--- config.mk ---
export PLATFORM = sky130hd
export DESIGN_NAME = dsm2_dac_core
export DESIGN_NICKNAME = d
export VERILOG_FILES = /design/src/rtl/dsm_pkg.sv /design/src/rtl/dsm_os_counter.sv /design/src/rtl/dsm2_dac_core.sv
export SDC_FILE = /design/constraint.sdc
export NUM_CORES = 1
export LEC_CHECK = 0
export BUFFER_PORTS_ARGS = -buffer_cell sky130_fd_sc_hd__buf_2
export CAP_MARGIN = 5
export CORE_MARGIN = 8
export CORE_UTILIZATION = 39
export DETAILED_ROUTE_END_ITERATION = 6
export GPL_TIMING_DRIVEN = 0
export SLEW_MARGIN = 20
export SYNTH_ARGS = -nofsm -noshare
export SYNTH_HDL_FRONTEND = slang
export SYNTH_SLANG_ARGS = --single-unit
--- constraint.sdc ---
create_clock -name clk -period 8.35 [get_ports clk]
set_input_delay 1.67 -clock clk [delete_from_list [all_inputs] [get_ports clk]]
set_output_delay 1.67 -clock clk [all_outputs]
set_load 0.005 [all_outputs]
--- src/rtl/dsm_pkg.sv ---
// Shared types, defaults and helpers for the second-order delta-sigma DAC core.
// Optional dither in dsm2_dac_core is enabled by defining DSM2_DITHER_EN.
package dsm_pkg;

  localparam int unsigned DATA_W_DEF = 16;
  localparam int unsigned ACC_W_DEF  = 20;
  localparam int unsigned OSR_DEF    = 64;

  typedef logic signed [DATA_W_DEF-1:0] sample_t;
  typedef logic signed [ACC_W_DEF-1:0]  acc_t;

  localparam int FS = 2 ** (DATA_W_DEF - 1);

  // Galois form of x^16 + x^14 + x^13 + x^11 + 1, right-shifting.
  localparam logic [15:0] LFSR_POLY = 16'hB400;
  localparam logic [15:0] LFSR_SEED = 16'hACE1;

  // Clamp v to a w-bit two's complement range; w is a constant at every call site.
  function automatic logic signed [63:0] sat_acc(input  logic signed [63:0] v,
                                                 input  int unsigned        w,
                                                 output logic               clamped);
    logic signed [63:0] hi;
    logic signed [63:0] lo;
    hi = (64'sd1 <<< (w - 1)) - 64'sd1;
    lo = -hi - 64'sd1;
    clamped = 1'b1;
    if (v > hi) begin
      return hi;
    end else if (v < lo) begin
      return lo;
    end
    clamped = 1'b0;
    return v;
  endfunction

endpackage

--- src/rtl/dsm_os_counter.sv ---
// Oversampling counter: counts 0..OSR-1 while enabled and flags the sample-load slot.
module dsm_os_counter
  import dsm_pkg::*;
#(
  parameter int unsigned OSR = OSR_DEF
) (
  input  logic clk,
  input  logic rst_n,
  input  logic en_i,
  output logic load_now_o
);

  localparam int unsigned CntW = (OSR > 1) ? $clog2(OSR) : 1;
  localparam logic [CntW-1:0] CntMax = CntW'(OSR - 1);

  logic [CntW-1:0] cnt_q, cnt_d;
  logic            at_max;

  assign at_max     = (cnt_q == CntMax);
  assign load_now_o = en_i & at_max;

  always_comb begin
    cnt_d = cnt_q;
    if (en_i) begin
      cnt_d = at_max ? '0 : cnt_q + CntW'(1);
    end
  end

  always_ff @(posedge clk or negedge rst_n) begin
    if (!rst_n) begin
      cnt_q <= '0;
    end else begin
      cnt_q <= cnt_d;
    end
  end

endmodule

--- src/rtl/dsm2_dac_core.sv ---
// Second-order 1-bit delta-sigma DAC core with a one-entry sample holding register.
// Define DSM2_DITHER_EN to add +/-1 LSB LFSR dither to the first integrator.
module dsm2_dac_core
  import dsm_pkg::*;
#(
  parameter int unsigned DATA_W = DATA_W_DEF,
  parameter int unsigned ACC_W  = ACC_W_DEF,
  parameter int unsigned OSR    = OSR_DEF
) (
  input  logic              clk,
  input  logic              rst_n,
  input  logic              en_i,
  input  logic [DATA_W-1:0] sample_i,
  input  logic              sample_valid_i,
  output logic              sample_ready_o,
  output logic              dac_o,
  output logic              sample_tick_o,
  output logic              underrun_o,
  output logic              sat_o,
  input  logic              clr_flags_i
);

  // Two guard bits cover i2 + i1 +/- FS before clamping.
  localparam int unsigned SumW = ACC_W + 2;
  localparam logic signed [SumW-1:0] FsVal = SumW'(64'd1 << (DATA_W - 1));
  localparam logic signed [SumW-1:0] One   = SumW'(1);

  logic signed [DATA_W-1:0] hold_q, hold_d;
  logic signed [DATA_W-1:0] x_q, x_d;
  logic                     hold_full_q, hold_full_d;
  logic signed [ACC_W-1:0]  i1_q, i1_d, i2_q, i2_d;
  logic                     dac_q, dac_d;
  logic                     tick_q, tick_d;
  logic                     underrun_q, underrun_d;
  logic                     sat_q, sat_d;

  logic                     load_now;
  logic                     accept;
  logic signed [SumW-1:0]   x_ext, fb, dith, i1_sum, i2_sum;
  logic signed [ACC_W-1:0]  i1_n, i2_n;
  logic                     i1_clamp, i2_clamp;

  dsm_os_counter #(
    .OSR (OSR)
  ) u_os_counter (
    .clk        (clk),
    .rst_n      (rst_n),
    .en_i       (en_i),
    .load_now_o (load_now)
  );

  // A load slot frees the entry in the same cycle, so a new sample can land behind it.
  assign sample_ready_o = ~hold_full_q | load_now;
  assign accept         = sample_valid_i & sample_ready_o;

  assign x_ext = SumW'(x_q);
  assign fb    = dac_q ? FsVal : -FsVal;

`ifdef DSM2_DITHER_EN
  logic [15:0] lfsr_q, lfsr_d;

  always_comb begin
    lfsr_d = lfsr_q;
    if (en_i) begin
      lfsr_d = {1'b0, lfsr_q[15:1]} ^ (lfsr_q[0] ? LFSR_POLY : 16'h0000);
    end
  end

  always_ff @(posedge clk or negedge rst_n) begin
    if (!rst_n) begin
      lfsr_q <= LFSR_SEED;
    end else begin
      lfsr_q <= lfsr_d;
    end
  end

  assign dith = lfsr_q[0] ? One : -One;
`else
  assign dith = '0;
`endif

  always_comb begin
    i1_clamp = 1'b0;
    i2_clamp = 1'b0;
    i1_sum   = SumW'(i1_q) + x_ext - fb + dith;
    i1_n     = ACC_W'(sat_acc(64'(i1_sum), ACC_W, i1_clamp));
    i2_sum   = SumW'(i2_q) + SumW'(i1_n) - fb;
    i2_n     = ACC_W'(sat_acc(64'(i2_sum), ACC_W, i2_clamp));
  end

  always_comb begin
    hold_d      = hold_q;
    hold_full_d = hold_full_q;
    x_d         = x_q;
    tick_d      = 1'b0;
    underrun_d  = underrun_q;
    sat_d       = sat_q;
    i1_d        = i1_q;
    i2_d        = i2_q;
    dac_d       = dac_q;

    if (load_now) begin
      if (hold_full_q) begin
        x_d         = hold_q;
        hold_full_d = 1'b0;
        tick_d      = 1'b1;
      end else begin
        underrun_d  = 1'b1;
      end
    end

    if (accept) begin
      hold_d      = sample_i;
      hold_full_d = 1'b1;
    end

    if (en_i) begin
      i1_d  = i1_n;
      i2_d  = i2_n;
      dac_d = ~i2_n[ACC_W-1];
      if (i1_clamp || i2_clamp) begin
        sat_d = 1'b1;
      end
    end

    if (clr_flags_i) begin
      underrun_d = 1'b0;
      sat_d      = 1'b0;
    end
  end

  always_ff @(posedge clk or negedge rst_n) begin
    if (!rst_n) begin
      hold_q      <= '0;
      hold_full_q <= 1'b0;
      x_q         <= '0;
      i1_q        <= '0;
      i2_q        <= '0;
      dac_q       <= 1'b0;
      tick_q      <= 1'b0;
      underrun_q  <= 1'b0;
      sat_q       <= 1'b0;
    end else begin
      hold_q      <= hold_d;
      hold_full_q <= hold_full_d;
      x_q         <= x_d;
      i1_q        <= i1_d;
      i2_q        <= i2_d;
      dac_q       <= dac_d;
      tick_q      <= tick_d;
      underrun_q  <= underrun_d;
      sat_q       <= sat_d;
    end
  end

  assign dac_o         = dac_q;
  assign sample_tick_o = tick_q;
  assign underrun_o    = underrun_q;
  assign sat_o         = sat_q;

endmodule

Yosys cells after proc, flatten, opt, wreduce, memory -nomap -nowiden --
Cells that the tools add are included. Widths: inputs -> output; s select.
Word-level totals: logic and storage cells 58, flip-flop bits (word level) 83, output and inout port bits 5
Operators by class: equality and inequality tests 2, order comparisons 4, add/sub/neg operators 5, bitwise gates (word level) 5, reductions and logical operators 8, muxes and demuxes 24
Operators with widths (number):
- $mux 20 | 6
- $gt 22x20->1 const B | 2
- $lt 22x20->1 const B | 2
- $sub 21x22->22 | 2
- $mux 22 | 1
- $add 20x16->21 | 1
- $add 20x20->21 | 1
- $mux 1 | 16
- $reduce_bool 2->1 | 4
- $add 6x1->6 const B | 1
- $eq 6x6->1 const B | 1
- $mux 6 | 1
- $reduce_and 2->1 | 3
- $and 1x1->1 | 2
- $ne 2x2->1 const B | 1
- $not 1->1 | 2
- $logic_or 1x1->1 | 1
- $or 1x1->1 | 1

Logic depth before layout (Yosys ltp) --
word-level depth 16, depth in mapped cells 28

By module --
Synthesis repeated with hierarchy kept, for this count alone.
Second synthesis, totals: cell total of the unflattened synthesis 726, area, all modules 6321.1 um^2
Modules (own cells, without submodules):
- dsm2_dac_core | instances 1, area each 6044.5 um^2, cells an instance 702
- dsm_os_counter | instances 1, area each 276.5 um^2, cells an instance 24

Worst setup path after synthesis --
OpenSTA, ideal clock, no wires.
kind reg2reg, start point register dac_q, in the netlist dac_o, end point register sat_q, in the netlist sat_o, arrival time 5855 ps, setup time 131 ps, slack 2364 ps, data required time 8219 ps, cell stages (with the launch flop) 25, cell sequence dfrtp_1 > inv_1 > fa_1 > inv_1 > ha_1 > and3_1 > a221o_1 > a21o_1 > or3b_1 > a31oi_1 > o21a_1 > buf_2 > o21ai_1 > ha_1 > inv_1 > ha_1 > a21oi_1 > nand2_1 > o21ai_0 > a21o_2 > a211oi_1 > o41a_1 > or3_1 > a2111oi_2 > nor3_1
On the way: cells in the longest elaborated chain, start to end 15, elaborated cells on any way between the ends 19, classes of those cells add/sub: 3; order compare: 4; mux: 9; reduce/logical: 3
RTL lines:
- start: declaration | line dsm2_dac_core.sv:32 | logic dac_q, dac_d;
- start signal: assignment | line dsm2_dac_core.sv:139 | dac_q <= 1'b0;
- start signal: assignment | line dsm2_dac_core.sv:149 | dac_q <= dac_d;
- $mux 22 (*) | line dsm2_dac_core.sv:57 | assign fb = dac_q ? FsVal : -FsVal;
- $sub 21x22->22 | line dsm2_dac_core.sv:85 | i1_sum = SumW'(i1_q) + x_ext - fb + dith;
- $lt 22x20->1 | line dsm_pkg.sv:29 | end else if (v < lo) begin
- $mux 1 | line dsm_pkg.sv:29
- $mux 1 | line dsm_pkg.sv:27 | if (v > hi) begin
- $mux 20 | line dsm_pkg.sv:32 | clamped = 1'b0;
- $add 20x20->21 | line dsm2_dac_core.sv:87 | i2_sum = SumW'(i2_q) + SumW'(i1_n) - fb;
- $sub 21x22->22 | line dsm2_dac_core.sv:87
- $lt 22x20->1 | line dsm_pkg.sv:29
- $mux 1 | line dsm_pkg.sv:29
- $mux 1 | line dsm_pkg.sv:27
- $mux 1 | line dsm_pkg.sv:32
- $logic_or 1x1->1 (*) | line dsm2_dac_core.sv:121 | if (i1_clamp || i2_clamp) begin
- $reduce_bool 2->1 (no line) (*)
- $reduce_and 2->1 (no line) (*)
- end signal: assignment | line dsm2_dac_core.sv:152 | sat_q <= sat_d;
- end: declaration | line dsm2_dac_core.sv:35 | logic sat_q, sat_d;
Every way passes the cells marked *; elsewhere a longest branch is shown, timed or not. A chain may end at the register's enable or synchronous reset.

Worst setup path after layout --
start point register dac_q, in the netlist dac_o, end point register i2_q[9]
On the way: cells in the longest elaborated chain, start to end 12, elaborated cells on any way between the ends 16, classes of those cells add/sub: 3; order compare: 4; mux: 9
RTL lines:
- $mux 22 (*) | line dsm2_dac_core.sv:57
- $sub 21x22->22 | line dsm2_dac_core.sv:85
- $lt 22x20->1 | line dsm_pkg.sv:29
- $mux 1 | line dsm_pkg.sv:29
- $mux 1 | line dsm_pkg.sv:27
- $mux 20 | line dsm_pkg.sv:32
- $add 20x20->21 | line dsm2_dac_core.sv:87
- $sub 21x22->22 (*) | line dsm2_dac_core.sv:87
- $lt 22x20->1 | line dsm_pkg.sv:29
- $mux 1 | line dsm_pkg.sv:29
- $mux 1 | line dsm_pkg.sv:27
- $mux 20 (*) | line dsm_pkg.sv:32
- end signal: assignment | line dsm2_dac_core.sv:148 | i2_q <= i2_d;
- end: declaration | line dsm2_dac_core.sv:31 | logic signed [ACC_W-1:0] i1_q, i1_d, i2_q, i2_d;
Marked as above.

==> impl_results.md <==
- Status: finished, final reports clean
- Syn Area/Cell: 8.832 sq um
- Post-CTS sizing: 0
- Vias in the first global route: 4699
- Count of nets after finishing: 851
- Antenna diodes: 0
- Worst-path clk slew: 0.06 ns
- Area Growth Syn to Fin: 11.08%
- Post-CTS Setup Inserts: 0
- Post-synthesis sequential area ratio: 0.3303
- Crit end category: flop
- Mapped Cells: 712
- Unrepaired setup endpoints after global routing: no
- Setup Viol. Count Final: 0
- 1st-iter DRT viols: 233
- Worst slew pin tran: 0.7552 ns
- H-tree Lvls: 3
- Setup crit start kind: flop
- Number of flops mapped to enable cells by yosys: 0
- Post-Route WL: 13430 um
- Adder-Cell Fraction of Synth Area: 0.1707
- # DRC: 0
- Gr ovfl total: 0
- Largest family of logic cells by synthesized area: compound AO/OA/AOI/OAI gates
- Clock Skews: 0.008257 ns
- Final Hold Viols: 0
- I/O pins: 26
- Core Rows: 46
- Initial antenna violation count: 0
- First-pass GRT wire length: 23170 um
- Die area: 20440 sq um
- WP data arrival: 7.05 ns
- Mapped Area: 6289 sq um
- PortBufs: 25
- Die width: 143.0 um
- Die H: 143.0 um
- Largest net degree at the start of global routing: 57
- Clock tree buffer depth: 2
- Main synth FF type: dfrtp_1
- Final min period: 6.862 ns
- Hold_ws: 0.4738 ns
- GRT Total Usage: 0.1411
- Met2 Wirelength: 6021 um
- Max-cap violations: 0
- Top routing layer used: met4
- Wirelength per Cell: 13.84 um
- Skew-Pair Late Insertion Delay: 0.34 ns
- Sink Count: 83
- Layout cells sized above 1: 0.1088
- Synthesis Warnings: 0
- Compound-Gate Fraction of Synth Area: 0.1777
- Worst relative slew slack: 0.4965
- Crit path max fanout: 10
- Tcrit/Tclk final: 0.8218
- Via count: 4746
- Xor-xnor portion of the synthesized cell area: 0.04875
- Clock root buffer: clkbuf_16
- Critical path class: reg -> reg
- Final Max Tran Viols: 0
- Post-synthesis mux area share: 0.06208
- Routed vias/inst: 4.893
- Final GP Congestion: 0.8249
- Placed Area: 6714 sq um
- Met1 WL: 6837 um
- TritonCTS clock tree: built
- Post-synthesis simple-gate area fraction: 0.1279
- Finished Cell Area: 6985 sq um
- CP required: 8.54 ns
- Core Area: 15830 sq um
- Met3 wire length: 291 um
- Asr flop ratio synth: 1.000
- Hold_buf cts: 0
- Detailed Place HPWL: 10660 um
- Synthesis-stage register bit count: 83
- Max Fclk: 145.7 MHz
- Layout fillers: 1555
- Setup_tns: 0 ns
- TritonCTS buffer count: 9
- Routed Antenna Nets: 0
- TritonRoute pass-1 iters: 4
- Hold crit path type: reg -> reg
- Initial Util: 0.3973
- Synth cell types: 64
- Mapped Nets: 814
cell usage after synthesis (all sizes together) (2+ instances only):
| library cell | count | share of area |
|---|---|---|
| a2111oi | 2 | 0.0048 |
| a211o | 2 | 0.0028 |
| a211oi | 4 | 0.0056 |
| a21boi | 2 | 0.0024 |
| a21o | 13 | 0.016 |
| a21oi | 42 | 0.033 |
| a221o | 2 | 0.0032 |
| a311oi | 2 | 0.0028 |
| a31o | 2 | 0.0028 |
| a31oi | 21 | 0.021 |
| and2 | 3 | 0.0030 |
| and3 | 11 | 0.011 |
| buf | 7 | 0.0074 |
| clkbuf | 13 | 0.0078 |
| dfrtp | 83 | 0.33 |
| fa | 8 | 0.025 |
| ha | 73 | 0.15 |
| inv | 113 | 0.067 |
| mux2 | 24 | 0.043 |
| mux2i | 12 | 0.019 |
| nand2 | 58 | 0.035 |
| nand2b | 12 | 0.012 |
| nand3 | 9 | 0.0072 |
| nand4 | 5 | 0.0050 |
| nor2 | 49 | 0.029 |
| nor2b | 2 | 0.0020 |
| nor3 | 12 | 0.011 |
| o2111ai | 2 | 0.0038 |
| o211ai | 4 | 0.0048 |
| o21a | 12 | 0.014 |
| o21ai | 47 | 0.039 |
| o21bai | 4 | 0.0048 |
| o31ai | 2 | 0.0024 |
| or3 | 2 | 0.0020 |
| xnor2 | 25 | 0.035 |
| xor2 | 10 | 0.014 |
cell type report:
type	count	area, sq um	share of cell area
multi-input combinational	496	3692	0.5286
sequential	83	2077	0.2973
inverter	113	424.2	0.06072
tap	216	270.3	0.03869
clock buffer	11	242.7	0.03475
timing repair buffer	26	155.1	0.02221
buffer	20	95.09	0.01361
clock inverter	5	28.78	0.004120
worst max-delay path, cell delays in order (launching register included):
cell	delay (ns)
dfrtp_1	0.69
inv_1	0.23
fa_1	0.57
inv_1	0.04
ha_1	0.37
and3_1	0.21
a221o_1	0.32
a21o_1	0.23
or3b_1	0.37
a31oi_1	0.23
o21a_1	0.19
buf_2	0.21
o21ai_1	0.15
ha_1	0.30
inv_1	0.04
ha_1	0.38
nand4_1	0.15
a211o_1	0.34
a21oi_1	0.24
a21boi_0	0.18
o211ai_1	0.38
nand2_1	0.09
nand2_1	0.37
buf_2	0.32
a31oi_1	0.11
routing by layer:
metal | global-route usage | vias up
li1 | - | 2505
met3 | 0.01803 | 16
met2 | 0.2234 | 53
met5 | 0 | -
met4 | 0.05649 | 0
met1 | 0.1906 | 2172
metrics by stage:
step	utilization	cells	setup WS, ns
floorplan	-	712	2.364
CTS	0.4413	970	1.459
detailed placement	0.4242	954	1.485
global placement	0.4223	953	1.496
finish	0.4413	970	1.488
global route	0.4413	970	0.8792
registers in the layout, indices dropped and copies added (netlist names):
name / flops
dac_o: 1
i1_q: 20
sat_o: 1
u_os_counter.cnt_q: 6
hold_q: 16
underrun_o: 1
x_q: 16
sample_tick_o: 1
i2_q: 20
hold_full_q: 1
path summary, 6_finish.rpt:
| kind | from | end | slack (ns) | cells after the start |
|---|---|---|---|---|
| setup / recovery | dac_o | i2_q[9] | 1.49 | 24 |
| hold / removal | hold_q[3] | x_q[3] | 0.47 | 2 |
| setup reg to reg | dac_o | i2_q[9] | 1.49 | 24 |
| hold reg to reg | hold_q[3] | x_q[3] | 0.47 | 2 |
| max in group asynchronous | rst_n | u_os_counter.cnt_q[1] | 6.49 | 2 |
| min in group asynchronous | rst_n | i2_q[1] | 1.25 | 1 |
cell usage in the layout, fill, tap and decap left out, types with 3 or more instances in the layout:
| master | instances |
|---|---|
| a31oi_1 | 21 |
| clkbuf_1 | 14 |
| o21a_1 | 12 |
| mux2_2 | 23 |
| nand4_1 | 5 |
| clkinv_2 | 4 |
| nor2_1 | 49 |
| a21oi_1 | 42 |
| clkbuf_16 | 9 |
| mux2i_1 | 12 |
| xnor2_1 | 25 |
| fa_1 | 8 |
| dfrtp_1 | 83 |
| nand2_1 | 58 |
| nand3_1 | 9 |
| o21bai_1 | 4 |
| a21o_1 | 12 |
| and3_1 | 11 |
| a211oi_1 | 3 |
| nand2b_1 | 12 |
| buf_2 | 28 |
| o211ai_1 | 4 |
| buf_4 | 3 |
| xor2_1 | 10 |
| ha_1 | 73 |
| o21ai_0 | 32 |
| o21ai_1 | 13 |
| nor3_1 | 10 |
| inv_1 | 113 |
kinds of logic (layout without fill, tap and decap cells):
logic type      after synthesis  in the layout
xor+xnor                     35             35
fa+ha+maj                    81             81
flops                        83             83
simple gates                172            172
buf+inv                     133            175
mux                          36             36
compound gates              172            172
Power is not shown: default switching activity piles up to over one toggle a cycle in this logic, so the estimate is an artifact.
